`config.mk`:
```
export PLATFORM = sky130hd
export DESIGN_NAME = squarer_mod_reduce
export DESIGN_NICKNAME = d
export VERILOG_FILES = /design/src/rtl/squarer_mod_reduce_pkg.sv /design/src/rtl/squarer_mod_reduce_step.sv /design/src/rtl/squarer_mod_reduce.sv
export SDC_FILE = /design/constraint.sdc
export NUM_CORES = 1
export LEC_CHECK = 0
export ABC_CLOCK_PERIOD_IN_PS = 3750
export BUFFER_PORTS_ARGS = -buffer_cell sky130_fd_sc_hd__buf_2
export CORE_MARGIN = 2
export CORE_UTILIZATION = 57
export CTS_CLUSTER_SIZE = 12
export DETAILED_ROUTE_END_ITERATION = 12
export PLACE_DENSITY = 0.8
export SKIP_LAST_GASP = 1
export SYNTH_ARGS = -nofsm -noshare
export SYNTH_HDL_FRONTEND = slang
export SYNTH_SLANG_ARGS = --single-unit
```
`constraint.sdc`:
```
create_clock -name clk -period 3.75 [get_ports clk]
set_input_delay 0.375 -clock clk [delete_from_list [all_inputs] [get_ports clk]]
set_output_delay 0.375 -clock clk [all_outputs]
set_load 0.005 [all_outputs]
```
`src/rtl/squarer_mod_reduce_pkg.sv`:
```
// Shared types and sizing helpers for the squarer modular-reduction stage.
package squarer_mod_pkg;

  typedef enum logic [1:0] {IDLE, BUSY, DONE} state_t;

  function automatic int steps_per_op(input int numbits, input int bits_per_cycle);
    return (2 * numbits) / bits_per_cycle;
  endfunction

  // Counter must hold 0 .. steps_per_op inclusive.
  function automatic int cnt_width(input int numbits, input int bits_per_cycle);
    return $clog2(steps_per_op(numbits, bits_per_cycle) + 1);
  endfunction

  localparam int DEF_CNT_W = cnt_width(32, 1);

endpackage

```
`src/rtl/squarer_mod_reduce_step.sv`:
```
// One restoring shift-subtract step: r' = ((r << 1) | bit) reduced once by M.
module mod_shift_sub_step #(
  parameter int NUMBITS = 32
) (
  input  logic [NUMBITS:0]   r_i,
  input  logic               bit_i,
  input  logic [NUMBITS-1:0] m_i,
  output logic [NUMBITS:0]   r_o
);

  logic [NUMBITS+1:0] sh;
  logic [NUMBITS:0]   diff;
  logic               ge;

  // With r < M on entry the shifted value is below 2M, so one subtract restores the invariant.
  always_comb begin
    sh   = {r_i, bit_i};
    ge   = (sh >= {2'b00, m_i});
    diff = sh[NUMBITS:0] - {1'b0, m_i};
    r_o  = ge ? diff : sh[NUMBITS:0];
  end

endmodule

```
`src/rtl/squarer_mod_reduce.sv`:
```
// Sequential (square mod M) reduction behind valid/ready handshakes, BITS_PER_CYCLE steps per cycle.
module squarer_mod_reduce
  import squarer_mod_pkg::*;
#(
  parameter int NUMBITS        = 32,
  parameter int BITS_PER_CYCLE = 1
) (
  input  logic                   clk,
  input  logic                   rst,
  input  logic                   in_valid,
  output logic                   in_ready,
  input  logic [2*NUMBITS-1:0]   in_product,
  input  logic [NUMBITS-1:0]     in_modulus,
  output logic                   out_valid,
  input  logic                   out_ready,
  output logic [NUMBITS-1:0]     out_rem,
  output logic                   out_err
);

  localparam int STEPS = steps_per_op(NUMBITS, BITS_PER_CYCLE);
  localparam int CNT_W = cnt_width(NUMBITS, BITS_PER_CYCLE);
  localparam logic [CNT_W-1:0] LAST = CNT_W'(STEPS - 1);

  if (!((BITS_PER_CYCLE == 1) || (BITS_PER_CYCLE == 2) || (BITS_PER_CYCLE == 4)) ||
      (((2 * NUMBITS) % BITS_PER_CYCLE) != 0)) begin : g_param_check
    $error("squarer_mod_reduce: BITS_PER_CYCLE must be 1, 2 or 4 and divide 2*NUMBITS");
  end

  state_t                 state_q, state_d;
  logic [2*NUMBITS-1:0]   prod_q, prod_d;
  logic [NUMBITS-1:0]     mod_q, mod_d;
  logic [NUMBITS:0]       r_q, r_d;
  logic [CNT_W-1:0]       cnt_q, cnt_d;
  logic [NUMBITS-1:0]     rem_q, rem_d;
  logic                   err_q, err_d;

  wire  [NUMBITS:0]       chain [BITS_PER_CYCLE+1];

  assign chain[0] = r_q;

  // Product bits are consumed MSB-first; the product register shifts left each BUSY cycle.
  for (genvar g = 0; g < BITS_PER_CYCLE; g++) begin : g_step
    mod_shift_sub_step #(.NUMBITS(NUMBITS)) u_step (
      .r_i   (chain[g]),
      .bit_i (prod_q[2*NUMBITS-1-g]),
      .m_i   (mod_q),
      .r_o   (chain[g+1])
    );
  end

  always_comb begin
    state_d   = state_q;
    prod_d    = prod_q;
    mod_d     = mod_q;
    r_d       = r_q;
    cnt_d     = cnt_q;
    rem_d     = rem_q;
    err_d     = err_q;
    in_ready  = 1'b0;
    out_valid = 1'b0;
    case (state_q)
      IDLE: begin
        in_ready = 1'b1;
        if (in_valid) begin
          prod_d = in_product;
          mod_d  = in_modulus;
          r_d    = '0;
          cnt_d  = '0;
          if (in_modulus == '0) begin
            rem_d   = '0;
            err_d   = 1'b1;
            state_d = DONE;
          end else begin
            state_d = BUSY;
          end
        end
      end
      BUSY: begin
        prod_d = prod_q << BITS_PER_CYCLE;
        r_d    = chain[BITS_PER_CYCLE];
        cnt_d  = cnt_q + 1'b1;
        if (cnt_q == LAST) begin
          rem_d   = chain[BITS_PER_CYCLE][NUMBITS-1:0];
          err_d   = 1'b0;
          state_d = DONE;
        end
      end
      DONE: begin
        out_valid = 1'b1;
        if (out_ready) state_d = IDLE;
      end
      default: state_d = IDLE;
    endcase
  end

  always_ff @(posedge clk) begin
    if (rst) begin
      state_q <= IDLE;
      prod_q  <= '0;
      mod_q   <= '0;
      r_q     <= '0;
      cnt_q   <= '0;
      rem_q   <= '0;
      err_q   <= 1'b0;
    end else begin
      state_q <= state_d;
      prod_q  <= prod_d;
      mod_q   <= mod_d;
      r_q     <= r_d;
      cnt_q   <= cnt_d;
      rem_q   <= rem_d;
      err_q   <= err_d;
    end
  end

  assign out_rem = rem_q;
  assign out_err = err_q;

endmodule
```
After elaboration in Yosys (flattened, before gate mapping)
Cells that the tools add are included.
{"block": "word_totals", "output_inout_bits": 35, "ramBits": 0, "elab_cells": 46, "n_memories": 0, "reg_bits": 171, "input_bits": 100, "mem_bits_ro": 0, "latchBits": 0}
{"block": "op_classes", "div": 0, "bitwise": 0, "eq_ne": 7, "n_mul": 0, "reduce_logical": 7, "order_cmp": 1, "addsub": 2, "muxes": 22, "shift": 0}
{"op": "64-bit one-hot mux with 2 select lines", "n": 1}
{"op": "32-bit 2-to-1 mux", "n": 3}
{"op": "33-bit 2-to-1 mux", "n": 2}
{"op": "33-bit one-hot mux with 2 select lines", "n": 1}
{"op": "64-bit 2-to-1 mux", "n": 1}
{"op": "32-bit one-hot mux with 2 select lines", "n": 1}
{"op": "34-bit by 32-bit greater-or-equal comparator with 1-bit output", "n": 1}
{"op": "33-bit by 32-bit subtractor with 33-bit output", "n": 1}
{"op": "32-bit zero test", "n": 1}
{"op": "7-bit one-hot mux with 2 select lines", "n": 1}
{"op": "2-bit 2-to-1 mux", "n": 4}
{"op": "2-bit != test, second input constant", "n": 4}
{"op": "7-bit by 1-bit adder with 7-bit output, second input constant", "n": 1}
{"op": "7-bit by 6-bit equality test with 1-bit output, second input constant", "n": 1}
{"op": "7-bit 2-to-1 mux", "n": 1}
{"op": "2-bit one-hot mux with 3 select lines", "n": 1}
{"op": "1-bit 2-to-1 mux", "n": 5}
{"op": "2-bit AND reduction", "n": 2}
{"op": "4-bit AND reduction", "n": 1}
{"op": "3-bit AND reduction", "n": 1}
{"op": "2-bit by 1-bit equality test with 1-bit output, second input constant", "n": 1}
{"op": "2-bit equality test, second input constant", "n": 1}
{"op": "2-bit zero test", "n": 1}
{"op": "1-bit one-hot mux with 2 select lines", "n": 1}
{"op": "2-bit nonzero test", "n": 1}

Depth between registers and ports, before layout
{"block": "depth", "ltp_word": 4, "ltp_mapped": 13, "depth_no_buf": 11}

By module
Synthesis repeated with hierarchy kept, for this count alone.
{"block": "unflattened", "cells_unflattened": 1173, "area_unflattened_um2": 9133.8}
{"mod": "squarer_mod_reduce", "area_per_inst_um2": 6567.5, "cells_each": 782, "seq_area_each_um2": 3423.3, "instances": 1}
{"mod": "mod_shift_sub_step", "area_per_inst_um2": 2566.2, "cells_each": 391, "seq_area_each_um2": 0.0, "instances": 1}

Least setup slack after synthesis
OpenSTA, ideal clock, no wires.
{"block": "synth_path", "path_kind": "register to register", "start": "register prod_q[63]", "end": "register rem_q[18] (netlist: out_rem[18])", "stages_incl_launch_ff": 13, "required_time_ns": 3.633, "synth_period_minus_slack_ns": 3.139, "arrival_time_ns": 3.022, "path_slack_ns": 0.611, "setup_time_ns": 0.117, "path_cell_list": "dfxtp_1 inv_1 ha_1 fa_1 and2b_1 o2111ai_2 a2111oi_4 o21ai_2 a2111oi_4 or2_1 buf_4 mux2_1 a22o_1"}
{"block": "synth_between", "elab_chain_len": 4, "elab_cells_between_ends": 5}
{"item": "start, declared", "line": "squarer_mod_reduce.sv:30", "text": "logic [2*NUMBITS-1:0] prod_q, prod_d;"}
{"item": "start signal, assigned", "line": "squarer_mod_reduce.sv:107", "text": "prod_q <= prod_d;"}
{"item": "33-bit by 32-bit subtractor with 33-bit output or 34-bit by 32-bit greater-or-equal comparator with 1-bit output (tied branches)", "line": "squarer_mod_reduce_step.sv:19, squarer_mod_reduce_step.sv:18"}
{"item": "33-bit 2-to-1 mux *", "line": "squarer_mod_reduce_step.sv:20", "text": "r_o = ge ? diff : sh[NUMBITS:0];"}
{"item": "32-bit 2-to-1 mux *", "line": "squarer_mod_reduce.sv:82", "text": "if (cnt_q == LAST) begin"}
{"item": "32-bit one-hot mux with 2 select lines *", "line": "squarer_mod_reduce.sv:61", "text": "case (state_q)"}
{"item": "end signal, assigned", "line": "squarer_mod_reduce.sv:111", "text": "rem_q <= rem_d;"}
{"item": "end, declared", "line": "squarer_mod_reduce.sv:34", "text": "logic [NUMBITS-1:0] rem_q, rem_d;"}
Every way passes the cells marked *; elsewhere a longest branch is shown, timed or not. The select of a mux whose other input is x is not followed.
A chain may end at the register's enable or synchronous reset.

Worst setup path in the final report
{"block": "layout_path", "start": "register prod_q[63]", "end": "register r_q[21]"}
{"block": "layout_between", "elab_chain_len": 3, "elab_cells_between_ends": 4}
{"item": "33-bit by 32-bit subtractor with 33-bit output or 34-bit by 32-bit greater-or-equal comparator with 1-bit output (tied branches)", "line": "squarer_mod_reduce_step.sv:19, squarer_mod_reduce_step.sv:18"}
{"item": "33-bit 2-to-1 mux *", "line": "squarer_mod_reduce_step.sv:20"}
{"item": "33-bit one-hot mux with 2 select lines *", "line": "squarer_mod_reduce.sv:61"}
{"item": "end signal, assigned", "line": "squarer_mod_reduce.sv:109", "text": "r_q <= r_d;"}
{"item": "end, declared", "line": "squarer_mod_reduce.sv:32", "text": "logic [NUMBITS:0] r_q, r_d;"}
Every way passes the cells marked *; elsewhere a longest branch is shown, timed or not.

==> flow_metrics.env <==
export IMPL_status="completed"
export IMPL_async_flop_share_pct=0
export IMPL_path_cells="inv_1 -> ha_1 -> fa_1 -> and2b_1 -> o2111ai_2 -> a2111oi_4 -> o21ai_2 -> a2111oi_4 -> buf_4 -> nor2_1 -> buf_4 -> a32oi_1 -> o21ai_0"
export IMPL_grt_pass1_wl_mm=36.93
export IMPL_critPathBufInv=3
export IMPL_rsz0062_at_grt="false"
export IMPL_max_slew_margin_pct=23.46
export IMPL_cp_startpoint="prod_q[63]"
export IMPL_synthCells=1128
export IMPL_swShare_pct=44.61
export IMPL_timing_rr_start="prod_q[63]"
export IMPL_path_clk_slew_ns=0.07
export IMPL_cts_tree="done"
export IMPL_p_sw_uw=4223
export IMPL_first_iter_violations=551
export IMPL_clock_root_buffer="clkbuf_16"
export IMPL_top_layer="met4"
export IMPL_setup_tns_ns=0
export IMPL_finalHoldViolations=0
export IMPL_leakage_uw=0.004266
export IMPL_coreArea_um2=15090
export IMPL_synth_ff_type="dfxtp_1"
export IMPL_crit_end="r_q[21]"
export IMPL_hold_path_class="in -> reg"
export IMPL_syn_avg_cell_area_um2=7.747
export IMPL_synth_area_leader_cell="dfxtp_1"
export IMPL_syn_to_final_growth_pct=15.41
export IMPL_diodes=0
export IMPL_clock_fmax_ghz=0.2903
export IMPL_ff2ff_path_depth=13
export IMPL_endpoint_kind="flip-flop"
export IMPL_p_seq_share_pct=24.0
export IMPL_drv_slew=0
export IMPL_row_count=45
export IMPL_cts_made_buffers=17
export IMPL_worst_pin_slew_ns=1.143
export IMPL_drt_wirelength_per_cell_um=16.32
export IMPL_worstPathArrival_ns=3.76
export IMPL_cts_buffer_depth=2
export IMPL_synth_cell_type_count=63
export IMPL_yosys_top_cells_count="nand2_1, dfxtp_1, nor2_1"
export IMPL_synth_edff_count=0
export IMPL_p_int_uw=5243
export IMPL_overflow=0
export IMPL_place_gp_congestion=0.9938
export IMPL_antenna_left=0
export IMPL_ys_seq_area_share_pct=39.18
export IMPL_clkSinkCount=171
export IMPL_irDropWorstVdd_v=0.0005165
export IMPL_die_h_um=127.8
export IMPL_skew_ns=0.008609
export IMPL_cp_data_required_time_ns=4.07
export IMPL_synth_warnings=0
export IMPL_max_stage_delay_ns=0.42
export IMPL_ios=135
export IMPL_yosys_area_top_type_share_pct=39.18
export IMPL_synth_area_leaders="dfxtp_1, nand2_1, a311oi_1"
export IMPL_fin_nets=1356
export IMPL_setup_slack_ns=0.3057
export IMPL_cp_depth=13
export IMPL_die_area_um2=16340
export IMPL_path_class="reg -> reg"
export IMPL_wl_met3_mm=1.868
export IMPL_first_pass_iters=6
export IMPL_synth_seq_cells=171
export IMPL_combPwrFrac_pct=56.9
export IMPL_cts_htree_levels=4
export IMPL_finalSetupViolCount=0
export IMPL_post_cts_setup_buffers=0
export IMPL_cp_slowest_cell="a2111oi_4"
export IMPL_crit_family="compound AO/OA/AOI/OAI gates"
export IMPL_r2r_end="r_q[21]"
export IMPL_grt_max_degree=103
export IMPL_clockPowerShare_pct=19.1
export IMPL_vias=8407
export IMPL_powerDensity_nw_per_um2=938.7
export IMPL_antenna_found_initial=1
export IMPL_hpwlAfterDp_mm=16.37
export IMPL_syn_area_um2=8738
export IMPL_grt_usage_pct=28.10
export IMPL_period_share_pct=91.85
export IMPL_cap_violations=0
export IMPL_path_max_fanout=11
export IMPL_via_per_inst=5.912
export IMPL_preCtsSetupSlack_ns=0.1978
export IMPL_initial_utilization_pct=57.91
export IMPL_drive_above_1_share_pct=15.96
export IMPL_met1_length_mm=10.34
export IMPL_wl_met2_mm=10.58
export IMPL_synth_most_common_cell="nand2_1"
export IMPL_syn_nets=1262
export IMPL_clock_latency_ns=0.44
export IMPL_die_w_um=127.8
export IMPL_min_period_ns=3.444
export IMPL_grt_pass1_vias=7548
export IMPL_drt_wl_total_mm=23.20
export IMPL_start_kind="flip-flop"
export IMPL_drcViolationCount=0
export IMPL_r2r_setup_slack_ns=0.31
export IMPL_io_buffers=134
==> final cells by class <==
class	count	area [um2]
Sequential cell	171	3423
Clock buffer	23	498.0
Inverter	40	150.1
Fill cell	1299	5005
Timing Repair Buffer	150	793.3
Multi-Input combinational cell	842	4876
Clock inverter	8	108.9
Tap cell	188	235.2
==> power by group through the flow <==
stage	logic, uW	registers (uW)	clock network [uW]
after global placement	5120	2290	0
after detailed placement	5190	2290	0
after global routing	5820	2280	1890
after floorplan	4050	2200	0
after CTS	5220	2250	1810
final	5390	2270	1810
==> worst min path at each step <==
stage,start,to,slack [ns],depth (start not counted)
finish,in_product[0],prod_q[0],0.18,3
global route,in_modulus[9],mod_q[9],0.19,3
CTS,in_product[0],prod_q[0],0.17,3
detailed placement,out_rem[14],out_rem[14],0.44,2
global placement,out_rem[13],out_rem[13],0.43,2
floorplan,r_q[32],r_q[32],0.43,2
==> metrics by stage <==
stage / utilization [%] / std cells / instance area, um2 / total power, uW / hold slack [ns]
final: 66.83 / 1422 / 10080 / 9466 / 0.1766
after global routing: 66.83 / 1422 / 10080 / 9996 / 0.1892
after CTS: 66.82 / 1422 / 10080 / 9288 / 0.1695
after detailed placement: 62.79 / 1391 / 9475 / 7479 / 0.4392
after global placement: 62.79 / 1391 / 9475 / 7409 / 0.4342
after floorplan: - / 1128 / 8738 / 6246 / 0.4263
==> layer usage <==
| layer | vias to the layer above | track usage [%] |
|---|---|---|
| li1 | 4153 | - |
| met1 | 3901 | 37.97 |
| met2 | 315 | 44.70 |
| met3 | 38 | 6.594 |
| met4 | 0 | 8.920 |
| met5 | - | 0 |
==> cell families (layout without fill, tap and decap cells) <==
family	count (synthesis)	after routing	share of synthesized area, %
buffers and inverters	115	221	5.255
adder cells (fa/ha/maj)	34	34	4.954
multiplexers	19	19	2.234
AO/OA/AOI/OAI	288	288	22.59
XOR/XNOR	32	32	3.207
AND/OR/NAND/NOR	469	469	22.58
flip-flops	171	171	39.18
==> layout by cell type (no fill, tap or decap), drive strengths merged, types with 3 or more instances in the layout <==
cell      synthesis  final
o211ai            4      4
and3              4      4
or3               3      3
o31ai             4      4
buf               9    150
nor2            104    104
a21o             14     14
a32oi            12     12
dfxtp           171    171
ha               33     33
a21oi            73     73
a22o             10     10
or2               5      5
xor2             13     13
mux2              4      4
o21ai            73     73
nand4            12     12
a311oi           63     63
clkinvlp          0      3
nand3            16     16
nor2b             8      8
a2111oi           3      3
nand2           269    269
nor3             16     16
a31oi             6      6
and2              3      3
xnor2            19     19
a211oi            3      3
nand2b           10     10
nor4             12     12
o21bai            3      3
clkbuf           66     23
mux2i            15     15
inv              40     41
==> tightest hold or removal path: cells and delay by family <==
family / cells / cell delay (ns)
compound gates: 1 / 0.05
buf+inv: 1 / 0.09
simple gates: 1 / 0.05
==> registers in the layout, summed over array words and instances (netlist names) <==
signal / count
out_rem: 32
r_q: 33
prod_q: 64
state_q: 2
cnt_q: 7
out_err: 1
mod_q: 32
==> what timing repair did <==
item	in CTS	in global routing
hold buffers	0	0
gates resized for setup	0	1
endpoints found under the setup margin	0	8
(Power assumes the default switching activity.)
